==> config.mk <==
export PLATFORM = sky130hd
export DESIGN_NAME = frame_update_sequencer
export DESIGN_NICKNAME = d
export VERILOG_FILES = /design/src/rtl/frame_update_sequencer_pkg.sv /design/src/rtl/frame_update_sequencer_divider.sv /design/src/rtl/frame_update_sequencer.sv
export SDC_FILE = /design/constraint.sdc
export NUM_CORES = 1
export LEC_CHECK = 0
export ABC_AREA = 1
export BUFFER_PORTS_ARGS = -buffer_cell sky130_fd_sc_hd__buf_2
export CAP_MARGIN = 20
export CORE_UTILIZATION = 52
export CTS_CLUSTER_DIAMETER = 150
export DETAILED_ROUTE_END_ITERATION = 7
export GPL_TIMING_DRIVEN = 0
export PLACE_DENSITY = 0.75
export SETUP_SLACK_MARGIN = 0.4
export SYNTH_ARGS = -nofsm -noshare
export SYNTH_HDL_FRONTEND = slang
export SYNTH_SLANG_ARGS = --single-unit
==> constraint.sdc <==
create_clock -name clk -period 1.6 [get_ports clk]
set_input_delay 0.48 -clock clk [delete_from_list [all_inputs] [get_ports clk]]
set_output_delay 0.48 -clock clk [all_outputs]
set_load 0.005 [all_outputs]
==> src/rtl/frame_update_sequencer_pkg.sv <==
// Shared definitions for the per-frame entity update sequencer.
// FSM state encoding and controller bit positions.
package frame_update_sequencer_pkg;

  typedef enum logic [2:0] {
    S_IDLE     = 3'd0,
    S_LATCH    = 3'd1,
    S_DISPATCH = 3'd2,
    S_WAIT     = 3'd3,
    S_NEXT     = 3'd4,
    S_DONE     = 3'd5
  } state_t;

  localparam int ATTACK_BIT = 9;
  localparam int DIR_R_BIT  = 8;
  localparam int DIR_L_BIT  = 7;
  localparam int DIR_D_BIT  = 6;
  localparam int DIR_U_BIT  = 5;
  localparam int SWORD_BIT  = 4;
  localparam int IN_W       = ATTACK_BIT + 1;

endpackage

==> src/rtl/frame_update_sequencer_divider.sv <==
// Frame-tick prescaler: emits round_start on every FRAME_DIV-th
// accepted tick, so the sequencer FSM carries no prescale logic.
module frame_divider
  import frame_update_sequencer_pkg::*;
#(
  parameter int FRAME_DIV = 1
) (
  input  logic clk,
  input  logic reset,
  input  logic tick,
  output logic round_start
);

  localparam logic [3:0] LAST = 4'(FRAME_DIV - 1);

  logic [3:0] div_cnt;

  assign round_start = tick && (div_cnt == LAST);

  always_ff @(posedge clk) begin
    if (!reset) begin
      div_cnt <= '0;
    end else if (round_start) begin
      div_cnt <= '0;
    end else if (tick) begin
      div_cnt <= div_cnt + 4'd1;
    end
  end

endmodule

==> src/rtl/frame_update_sequencer.sv <==
// Per-frame scheduler: snapshots controller input, then triggers each
// enabled entity in index order, waiting on done or a timeout.
module frame_update_sequencer
  import frame_update_sequencer_pkg::*;
#(
  parameter int NUM_ENT   = 4,
  parameter int FRAME_DIV = 1,
  parameter int TIMEOUT   = 15
) (
  input  logic               clk,
  input  logic               reset,
  input  logic               frame_tick,
  input  logic [IN_W-1:0]    input_data,
  input  logic [NUM_ENT-1:0] ent_enable,
  input  logic [NUM_ENT-1:0] ent_done,
  input  logic               err_clear,
  output logic [NUM_ENT-1:0] ent_trigger,
  output logic [IN_W-1:0]    input_snapshot,
  output logic               busy,
  output logic               frame_done,
  output logic               overrun,
  output logic [NUM_ENT-1:0] timeout_err
);

  localparam int IW = (NUM_ENT > 1) ? $clog2(NUM_ENT) : 1;
  localparam logic [IW-1:0] LAST_IDX = IW'(NUM_ENT - 1);
  localparam logic [7:0] TMAX = 8'(TIMEOUT);

  state_t state, state_n;
  logic [IW-1:0] idx, idx_n;
  logic [7:0] timer;
  logic [NUM_ENT-1:0] trig_q, trig_n;
  logic [NUM_ENT-1:0] to_set;
  logic idle, round_start, wait_expired;

  assign idle = (state == S_IDLE);

  frame_divider #(
    .FRAME_DIV(FRAME_DIV)
  ) u_div (
    .clk        (clk),
    .reset      (reset),
    .tick       (frame_tick && idle),
    .round_start(round_start)
  );

  assign wait_expired = (state == S_WAIT) && !ent_done[idx]
                     && (timer == TMAX);

  always_comb begin
    state_n = state;
    idx_n   = idx;
    unique case (state)
      S_IDLE: begin
        if (round_start) state_n = S_LATCH;
      end
      S_LATCH: begin
        idx_n   = '0;
        state_n = S_DISPATCH;
      end
      S_DISPATCH: begin
        state_n = (|trig_q) ? S_WAIT : S_NEXT;
      end
      S_WAIT: begin
        if (ent_done[idx] || timer == TMAX) state_n = S_NEXT;
      end
      S_NEXT: begin
        if (idx == LAST_IDX) begin
          state_n = S_DONE;
        end else begin
          idx_n   = idx + 1'b1;
          state_n = S_DISPATCH;
        end
      end
      S_DONE: begin
        state_n = S_IDLE;
      end
      default: begin
        state_n = S_IDLE;
      end
    endcase
  end

  // Trigger is registered so the pulse depends on no same-cycle input.
  always_comb begin
    trig_n = '0;
    if (state_n == S_DISPATCH && ent_enable[idx_n]) trig_n[idx_n] = 1'b1;
  end

  always_comb begin
    to_set = '0;
    if (wait_expired) to_set[idx] = 1'b1;
  end

  always_ff @(posedge clk) begin
    if (!reset) begin
      state          <= S_IDLE;
      idx            <= '0;
      timer          <= '0;
      trig_q         <= '0;
      input_snapshot <= '0;
      overrun        <= 1'b0;
      timeout_err    <= '0;
    end else begin
      state  <= state_n;
      idx    <= idx_n;
      trig_q <= trig_n;
      if (state == S_DISPATCH) begin
        timer <= '0;
      end else if (state == S_WAIT && !ent_done[idx] && timer != TMAX) begin
        timer <= timer + 8'd1;
      end
      if (state == S_LATCH) input_snapshot <= input_data;
      if (frame_tick && !idle) begin
        overrun <= 1'b1;
      end else if (err_clear) begin
        overrun <= 1'b0;
      end
      timeout_err <= (err_clear ? '0 : timeout_err) | to_set;
    end
  end

  assign ent_trigger = trig_q;
  assign busy        = !idle;
  assign frame_done  = (state == S_DONE);

endmodule
# Word level (Yosys, flattened, before mapping)
# Cells that the tools add are included.
[classes]
add_sub_neg = 3
n_mux = 19
n_bitwise = 2
reduce_logical = 19
n_eq_ne = 9
magnitude_cmp = 4
[ops]
columns = ["cell", "n"]
rows = [
  ["$pmux 3 s5", 1],
  ["$mux 3", 4],
  ["$eq 3x2->1 const B", 3],
  ["$logic_and 1x1->1", 9],
  ["$add 8x1->8 const B", 1],
  ["$eq 8x4->1 const B", 1],
  ["$mux 4", 2],
  ["$ne 8x4->1 const B", 1],
  ["$eq 3x3->1 const B", 2],
  ["$lt 2x3->1 const B", 2],
  ["$mux 1", 6],
  ["$add 4x1->4 const B", 1],
  ["$bmux 1 s2", 2],
  ["$demux 1 s2", 2],
  ["$ge 2x1->1 const B", 2],
  ["$logic_not 4->1", 1],
  ["$or 4x4->4", 1],
  ["$pmux 2 s2", 1],
  ["$reduce_or 2->1", 2],
  ["$reduce_or 4->1", 1],
  ["$eq 3x1->1 const B", 1],
  ["$logic_not 3->1", 1],
  ["$add 2x1->2 const B", 1],
  ["$eq 2x2->1 const B", 1],
  ["other kinds (6)", 7],
]
[totals]
elab_cells = 64
register_bits = 36
output_inout_bits = 21

# Depth between registers and ports, before layout
# Gate-level depths: netlist of the first run.
[logic_depth]
depth_word = 8
ltp_mapped = 11
mapped_depth_nobuf = 11

# Cells and area by module
# A second synthesis of the first run with hierarchy kept.
[hier_totals]
cells_unflattened = 247
hier_area_um2 = 1734.2
[modules_own_cells]
columns = ["module", "area_per_inst_um2", "cells_each", "instances"]
rows = [
  ["frame_update_sequencer", 1515.2, 215, 1],
  ["frame_divider", 219.0, 32, 1],
]

# Worst setup path after synthesis of the first run
# OpenSTA, ideal clock, no wires.
[synth_path]
path_kind = "register -> register"
startpoint = "register timer[0]"
endpoint = "register state[1]"
path_slack_ps = 216
path_buffers = 0
stages_incl_launch_ff = 8
setup_time_ps = 115
required_time_ps = 1485
arrival_ps = 1270
cell_sequence = "dfxtp_1 -> ha_1 -> inv_1 -> nor2_2 -> nand3_2 -> nand3_4 -> clkinv_4 -> o21a_1"
[synth_between]
elab_chain_len = 4
[synth_lines]
columns = ["item", "line", "rtl"]
rows = [
  ["from (decl)", "frame_update_sequencer.sv:31", "logic [7:0] timer;"],
  ["from (signal assigned)", "frame_update_sequencer.sv:111", "timer <= timer + 8'd1;"],
  ["$eq 8x4->1", "frame_update_sequencer.sv:65", "if (ent_done[idx] || timer == TMAX) state_n = S_NEXT;"],
  ["$logic_or 1x1->1", "frame_update_sequencer.sv:65", ""],
  ["$mux 3", "frame_update_sequencer.sv:65", ""],
  ["$pmux 3 s5", "frame_update_sequencer.sv:53", "unique case (state)"],
  ["to (signal assigned)", "frame_update_sequencer.sv:105", "state <= state_n;"],
  ["to (decl)", "frame_update_sequencer.sv:29", "state_t state, state_n;"],
]
# Every way passes these cells.
# A chain may end at the register's enable or synchronous reset.

# Worst setup path after layout of the first run
[layout_path]
startpoint = "register idx[1]"
endpoint = "register trig_q[3], in the netlist ent_trigger[3]"
[layout_between]
elab_chain_len = 8
elab_cells_between_ends = 20
classes_between = "1 x add/sub; 2 x order compare; 2 x eq/ne; 11 x mux; 4 x reduce/logical"
[layout_lines]
columns = ["item", "line", "rtl"]
rows = [
  ["from (decl)", "frame_update_sequencer.sv:30", "logic [IW-1:0] idx, idx_n;"],
  ["from (signal assigned)", "frame_update_sequencer.sv:106", "idx <= idx_n;"],
  ["parallel branches: the longest is 8 deep, another holds $lt 2x3->1", "-", ""],
  ["to (signal assigned)", "frame_update_sequencer.sv:107", "trig_q <= trig_n;"],
  ["to (decl)", "frame_update_sequencer.sv:32", "logic [NUM_ENT-1:0] trig_q, trig_n;"],
]
# Parallel ways; which one is timed is not known. The select of a mux whose other input is x is not followed.

==> run metrics, run 1 <==
worst setup path class register to register; Synth Register Bits 36; Worst-path clk slew 110 ps; Root Driver clkbuf_4; Final Hold Viols 0; WL final 5110 um; I/O pins 43; synth top area cells dfxtp_1 42%, nand2_1 11%, a21oi_1 7.2%; slew margin rel. 63.3%; number of synthesized flops with an enable pin 0; worst hold path type primary input to register; Layout Cells excl Fill 365; clock skew 11.5 ps; pin count of the biggest net entering global routing 12; Rows 20; RR Startpoint idx[1]$_SDFF_PN0_; vias in the first global route 1757; WL per Instance 14.0 um; Power Density 733 nW/um^2; Worst Min Path Start input_data[0]; Placed Cells 323; crit-path max FO 7; final setup vio count 0; Clk Latency, worst-skew pair 350 ps; WHS Endpoint input_snapshot[0]$_SDFFE_PN0P_; Setup WS post-layout 55.1 ps; clk buf depth 2; Sw Ratio 30.2%; startpoint types register; Final Cycle Share 96.6%; first-pass GRT wire length 7540 um; status completed; deepest level of the CTS H-tree 2; top-count cell post-synth nand2_1; Die ar. 3570 um^2; initial core utilization 55.9%; fin. max-slew vios 0; hold_buf cts 0; DRT Pass-1 Iters 4; # nets final 345; CTS tree yes; drt initial violations 105; Mapped Area 1730 um^2; DRC 0; Vias 1865; worst path required time 1870 ps; CP Data Arrival Time 1810 ps; library cells used by synthesis 29; worst slew pin tran 551 ps; ys flop type dfxtp_1; Final min period 1540 ps; post-synthesis async set-or-reset flop share 0%; Crit. End Element register; FF-to-FF setup slack 60 ps; combinational share of power 23.8%; worst vdd ir 0.671 mV; CTS Buf Count 5; Die X 59.8 um; hpwl dp 2600 um; P_int 1380 uW; GRT Util Overall 28.4%; Die Ht 59.8 um; reg2reg end ent_trigger[3]$_SDFF_PN0_; top post-synthesis cells by count 52 x nand2_1, 36 x dfxtp_1, 25 x a21oi_1, 25 x inv_1, 19 x nor2_1; pre-CTS WS 131 ps; Seq/Total Area, Yosys 41.6%; area leader, netlist dfxtp_1; total core area 3100 um^2; Worst Reg-to-Reg Cells 11; post-synthesis cell count 237; grt ovf 0; layout cells sized above 1 55.1%; vias per cell 5.11; IO buf count 42; RSZ-0062 raised after global routing yes; initial antenna violation count 0; Layout area overhead 55.6%; synth warn 0; syn avg cell area 7.32 um^2; Max-Cap Viols 0; post-route ant nets 0; share of power burned in registers 49.9%; Ant. Diodes 0; switching power 598 uW; CTS sink cnt 36; Yosys top cell area share 41.6%; Min-Delay Path Depth 3; Fmax achieved 0.647 GHz; synthesized net count 262; Pleak 0.00118 uW; gpl congestion 0.815; Clk pwr share 26.3%
-- area by class of cell --
type                            count  area, um^2
Multi-Input combinational cell    164        1070
Sequential cell                    36         769
Timing Repair Buffer               74         547
Fill cell                         181         404
Inverter                           33         139
Tap cell                           44        55.1
Clock buffer                        6        51.3
Buffer                              5        43.8
Timing Repair inverter              1        16.3
Clock inverter                      2        10.0
-- state kept, by name, summed over array words and instances (netlist names) --
name,cells
overrun,1
state,3
idx,2
timeout_err,4
ent_trigger,4
input_snapshot,10
timer,8
u_div.div_cnt,4
-- power by group through the flow --
stage          clock, uW  sequential, uW  combinational [uW]
6_report             519             986                 471
2_1_floorplan          0            1000                 192
3_5_place_dp           0            1000                 303
3_3_place_gp           0            1000                 298
4_1_cts              521             984                 421
5_1_grt              561             993                 511
-- worst max-delay path: stages, from the launching register on --
cell and delay [ps]:
dfxtp_2 350, buf_8 140, buf_12 120, nand2_1 70, inv_1 70, nand3_1 100
nand2_1 70, nor2_2 120, nand4_1 130, inv_1 90, nand2_2 80, nor2_1 120
-- worst max path at each step --
stage | start | to | slack (ps) | cells after the start
final | idx[1]$_SDFF_PN0_ | ent_trigger[3]$_SDFF_PN0_ | 60 | 11
after global routing | idx[1]$_SDFF_PN0_ | ent_trigger[0]$_SDFF_PN0_ | -10 | 11
after CTS | state[1]$_SDFF_PN0_ | frame_done | 70 | 4
after detailed placement | ent_done[0] | ent_trigger[3]$_SDFF_PN0_ | 130 | 9
after global placement | ent_done[0] | ent_trigger[3]$_SDFF_PN0_ | 130 | 9
after floorplan | idx[1]$_SDFF_PN0_ | timer[2]$_SDFFE_PP0P_ | 360 | 9
-- through the flow --
step	total power, uW	utilization [%]	instance area, um^2	hold WS, ps	setup TNS [ps]
3_3_place_gp	1300	66.6	2070	429	0
5_1_grt	2060	87.0	2700	396	-12.3
2_1_floorplan	1200	-	1800	423	0
3_5_place_dp	1310	66.6	2070	435	0
6_report	1980	87.0	2700	396	0
4_1_cts	1920	81.5	2530	393	0
-- layer usage --
layer	wire length, um	share of wire [%]	GRT usage [%]	vias to the layer above
li1	-	-	-	930
met1	2180	43	34.1	845
met2	2450	48	46.8	78
met3	355	6.9	8.87	12
met4	128	2.5	11.3	0
met5	0	0	0	-
-- logic make-up after synthesis --
| kind of cell | count (synthesis) | synth area share [%] |
|---|---|---|
| flip-flops | 36 | 41.6 |
| AND/OR/NAND/NOR | 113 | 31.7 |
| adder cells (fa/ha/maj) | 3 | 2.16 |
| buffers and inverters | 38 | 8.95 |
| XOR/XNOR | 5 | 2.53 |
| AO/OA/AOI/OAI | 42 | 13.1 |
-- layout by cell type (no fill, tap or decap), types with 7 or more instances in the layout --
| master | count |
|---|---|
| nor2_4 | 7 |
| nand3_1 | 9 |
| o21ai_1 | 7 |
| nor2_1 | 14 |
| a21oi_1 | 17 |
| buf_4 | 21 |
| a21oi_2 | 8 |
| nand4_1 | 8 |
| buf_6 | 14 |
| dfxtp_2 | 21 |
| dfxtp_1 | 9 |
| nand2_2 | 13 |
| nand2_1 | 39 |
| buf_2 | 37 |
| inv_1 | 23 |
-- repair_timing --
item                                    4_1_cts  5_1_grt
endpoints found under the setup margin       54       56
pin swaps                                    16       13
buffers inserted                             24        7
gates cloned                                  3        0
resized for setup                            62       40
(Power assumes the default switching activity.)
==> run 2: changes to the inputs <==
RECOVER_POWER = 25   (was default)
SETUP_SLACK_MARGIN = 0.02   (was 0.4)
SYNTH_HIERARCHICAL = 1   (was default)
==> run 2 against run 1 <==
Net effect:
- maximum frequency about the same
- utilization down 16 points
- non-clock buffer count down 26
- die area stayed put
- sequential power grew 6%
- critical path depth shrank 7
- setup slack better by 0.90 ps
- synthesized cell count grew 4.2%
- hold slack got worse by 2.7 ps
- clock-buffer cell count unchanged
- largest power group unchanged
- highest routed layer unchanged
==> run metrics, run 2 <==
status completed; synth top area cells dfxtp_1 42%, nand2_1 13%, a21oi_1 6.9%; Yosys top cell area share 41.6% (unchanged); Mapped Area 1730 um^2 (unchanged); startpoint types register; hold_buf cts 0 (unchanged); DRC 0 (unchanged); clock skew 7.72 ps (-3.77 ps); Root Driver clkbuf_4; Filler cells 307 (+70%); crit-path max FO 4 (-3); share of power burned in registers 47.1% (-2.8 points); grt ovf 0 (unchanged); first-pass GRT wire length 5870 um (-22%); synthesized net count 272 (+3.8%); Core Util, Final 70.8% (-16 points); WL final 3610 um (-29%); fin. max-slew vios 0 (unchanged); CP Data Arrival Time 1060 ps (-750 ps); layout cells sized above 1 29.9% (-25 points); number of synthesized flops with an enable pin 0 (unchanged); Seq/Total Area, Yosys 41.6% (unchanged); ys flop type dfxtp_1; Layout area overhead 26.6%; clk buf depth 2 (unchanged); top-count cell post-synth nand2_1; Final min period 1540 ps (-0.897 ps); CTS tree yes; post-route ant nets 0 (unchanged); WL per Instance 10.4 um (-26%); pin count of the biggest net entering global routing 12 (unchanged); final setup vio count 0 (unchanged); Synth Register Bits 36 (unchanged); P_int 1550 uW (+13%); I/O pins 43 (unchanged); Die ar. 3570 um^2 (unchanged); Worst Reg-to-Reg Cells 8 (-3); worst hold path type primary input to register; Buf/Inv on CP 2 (-2); CTS Buf Count 5 (unchanged); worst path required time 1120 ps (-750 ps); Power Density 1020 nW/um^2 (+39%); Rows 20 (unchanged); Worst path depth 4 (-7); IO buf count 42 (unchanged); Vias 1672 (-10%); library cells used by synthesis 29 (unchanged); Max-Cap Viols 0 (unchanged); top flop regs input_snapshot (10), timer (8); deepest level of the CTS H-tree 2 (unchanged); worst vdd ir 0.738 mV (+9.9%); Die X 59.8 um (unchanged); Worst-path clk slew 110 ps (about the same); top post-synthesis cells by count 59 x nand2_1, 36 x dfxtp_1, 31 x inv_1, 26 x nor2_1, 24 x a21oi_1; Clk Latency, worst-skew pair 340 ps (about the same); area leader, netlist dfxtp_1; Min-Delay Path Depth 3 (unchanged); # nets final 328 (-4.9%); Largest register FFs 10 (unchanged); most common cell after layout, fill and taps aside nand2_1; worst slew pin tran 582 ps (+30.7 ps); Ant. Diodes 0 (unchanged); gpl congestion 0.798 (-2.1%); Clk pwr share 28.4% (+2.1 points); crit-path cells inv_4 -> nand2_2 -> nor2_2 -> buf_2; total core area 3100 um^2 (unchanged); vias in the first global route 1419 (-19%); CTS sink cnt 36 (unchanged); switching power 678 uW (+13%); Final Cycle Share 96.5% (about the same); Die Ht 59.8 um (unchanged); crit-path max cell delay 390 ps (+40 ps); Multi-input gate area 890 um^2 (-17%); slowest CP cell dfxtp_4; Final Hold Viols 0 (unchanged); drt initial violations 56 (-47%); combinational share of power 24.5% (+0.7 points); Pleak 0.000961 uW (-18%); Crit. End Element output pin; syn avg cell area 7.02 um^2 (-4.0%); RSZ-0062 raised after global routing yes; synth warn 6 (+6); delay-heaviest family, CP flip-flops; worst setup path class register to output pin; Sw Ratio 30.4% (+0.15 points); Fmax achieved 0.648 GHz (about the same); post-synthesis async set-or-reset flop share 0% (unchanged); initial core utilization 55.9% (unchanged); GRT Util Overall 21.9% (-6.5 points); slew margin rel. 60.9% (-2.3 points); hpwl dp 2530 um (-2.7%); post-synthesis cell count 247 (+4.2%); Biggest register input_snapshot; DRT Pass-1 Iters 4 (unchanged); commonest non-fill, non-tap cells in the layout 57 x nand2_1, 41 x buf_2, 30 x inv_1; initial antenna violation count 0 (unchanged); Power, Total 2230 uW (+13%); vias per cell 4.80 (-6.0%); Reg area 737 um^2 (-4.2%)
run 2: cell count changes in the layout (fill, tap and decap cells not counted), sizes merged, moves of 2 or more:
cell   change
nand2      +5
nand4      -4
nand3      -2
xor2       -2
xnor2      +2
buf       -25
nor2       +5
inv        +4
run 2: what timing repair did:
action / 4_1_cts / 5_1_grt
hold endpoints to repair: 0 / 0
resized for setup: 6 / 15
buffers inserted: 4 / 3
endpoints found under the setup margin: 14 / 18
pin swaps: 3 / 6
run 2: cells by family (layout without fill, tap and decap cells):
kind of cell,Yosys count,count (layout),synth area share (%)
AND/OR/NAND/NOR,118,118,30.8
AO/OA/AOI/OAI,43,43,13.3
buffers and inverters,42,99,9.60
flip-flops,36,36,41.6
XOR/XNOR,5,5,2.53
adder cells (fa/ha/maj),3,3,2.16
run 2: worst min-delay path, delay by kind of cell:
kind	cells	cell delay [ps]
AND/OR/NAND/NOR	1	60
buffers and inverters	1	100
AO/OA/AOI/OAI	1	50
run 2: through the flow:
step | hold slack (ps) | worst slack (ps) | instances | TNS (ps) | instance area (um^2)
floorplan | 440 | 63.9 | 247 | 0 | 1750
global placement | 430 | -132 | 333 | -518 | 2010
detailed placement | 432 | -143 | 333 | -542 | 2010
CTS | 390 | 22.4 | 345 | 0 | 2130
global route | 384 | -5.83 | 348 | -5.83 | 2200
finish | 393 | 56.0 | 348 | 0 | 2200
run 2: power by group through the flow:
stage	combinational [uW]	sequential, uW	clock [uW]
6_report	547	1050	633
5_1_grt	612	1060	701
4_1_cts	502	1050	646
3_5_place_dp	473	1060	0
3_3_place_gp	469	1060	0
2_1_floorplan	313	1060	0
run 2: routing by layer:
metal  share of wire [%]  vias up  global-route usage [%]
met1                  48      739                    26.8
met3                 4.6        6                    7.58
li1                    -      896                       -
met2                  46       31                    35.7
met4                 1.2        0                    7.31
met5                   0        -                       0
run 2: area by class of cell:
class,count,share of cell area (%)
multi-input cells,169,40.5
flip-flops and latches,36,33.6
repair buffers,49,12.3
inverters,38,6.84
well taps,44,2.51
clock buffers,6,1.88
clock inverters,2,1.60
plain buffers,4,0.855
run 2: final timing paths:
check	end	slack [ps]	from
worst min-delay path	overrun$_SDFFE_PN0P_	390	frame_tick
worst max register to register	timer[2]$_SDFFE_PP0P_	130	timer[0]$_SDFFE_PP0P_
worst max-delay path	frame_done	60	state[1]$_SDFF_PN0_
worst min register to register	input_snapshot[5]$_SDFFE_PN0P_	450	input_snapshot[5]$_SDFFE_PN0P_
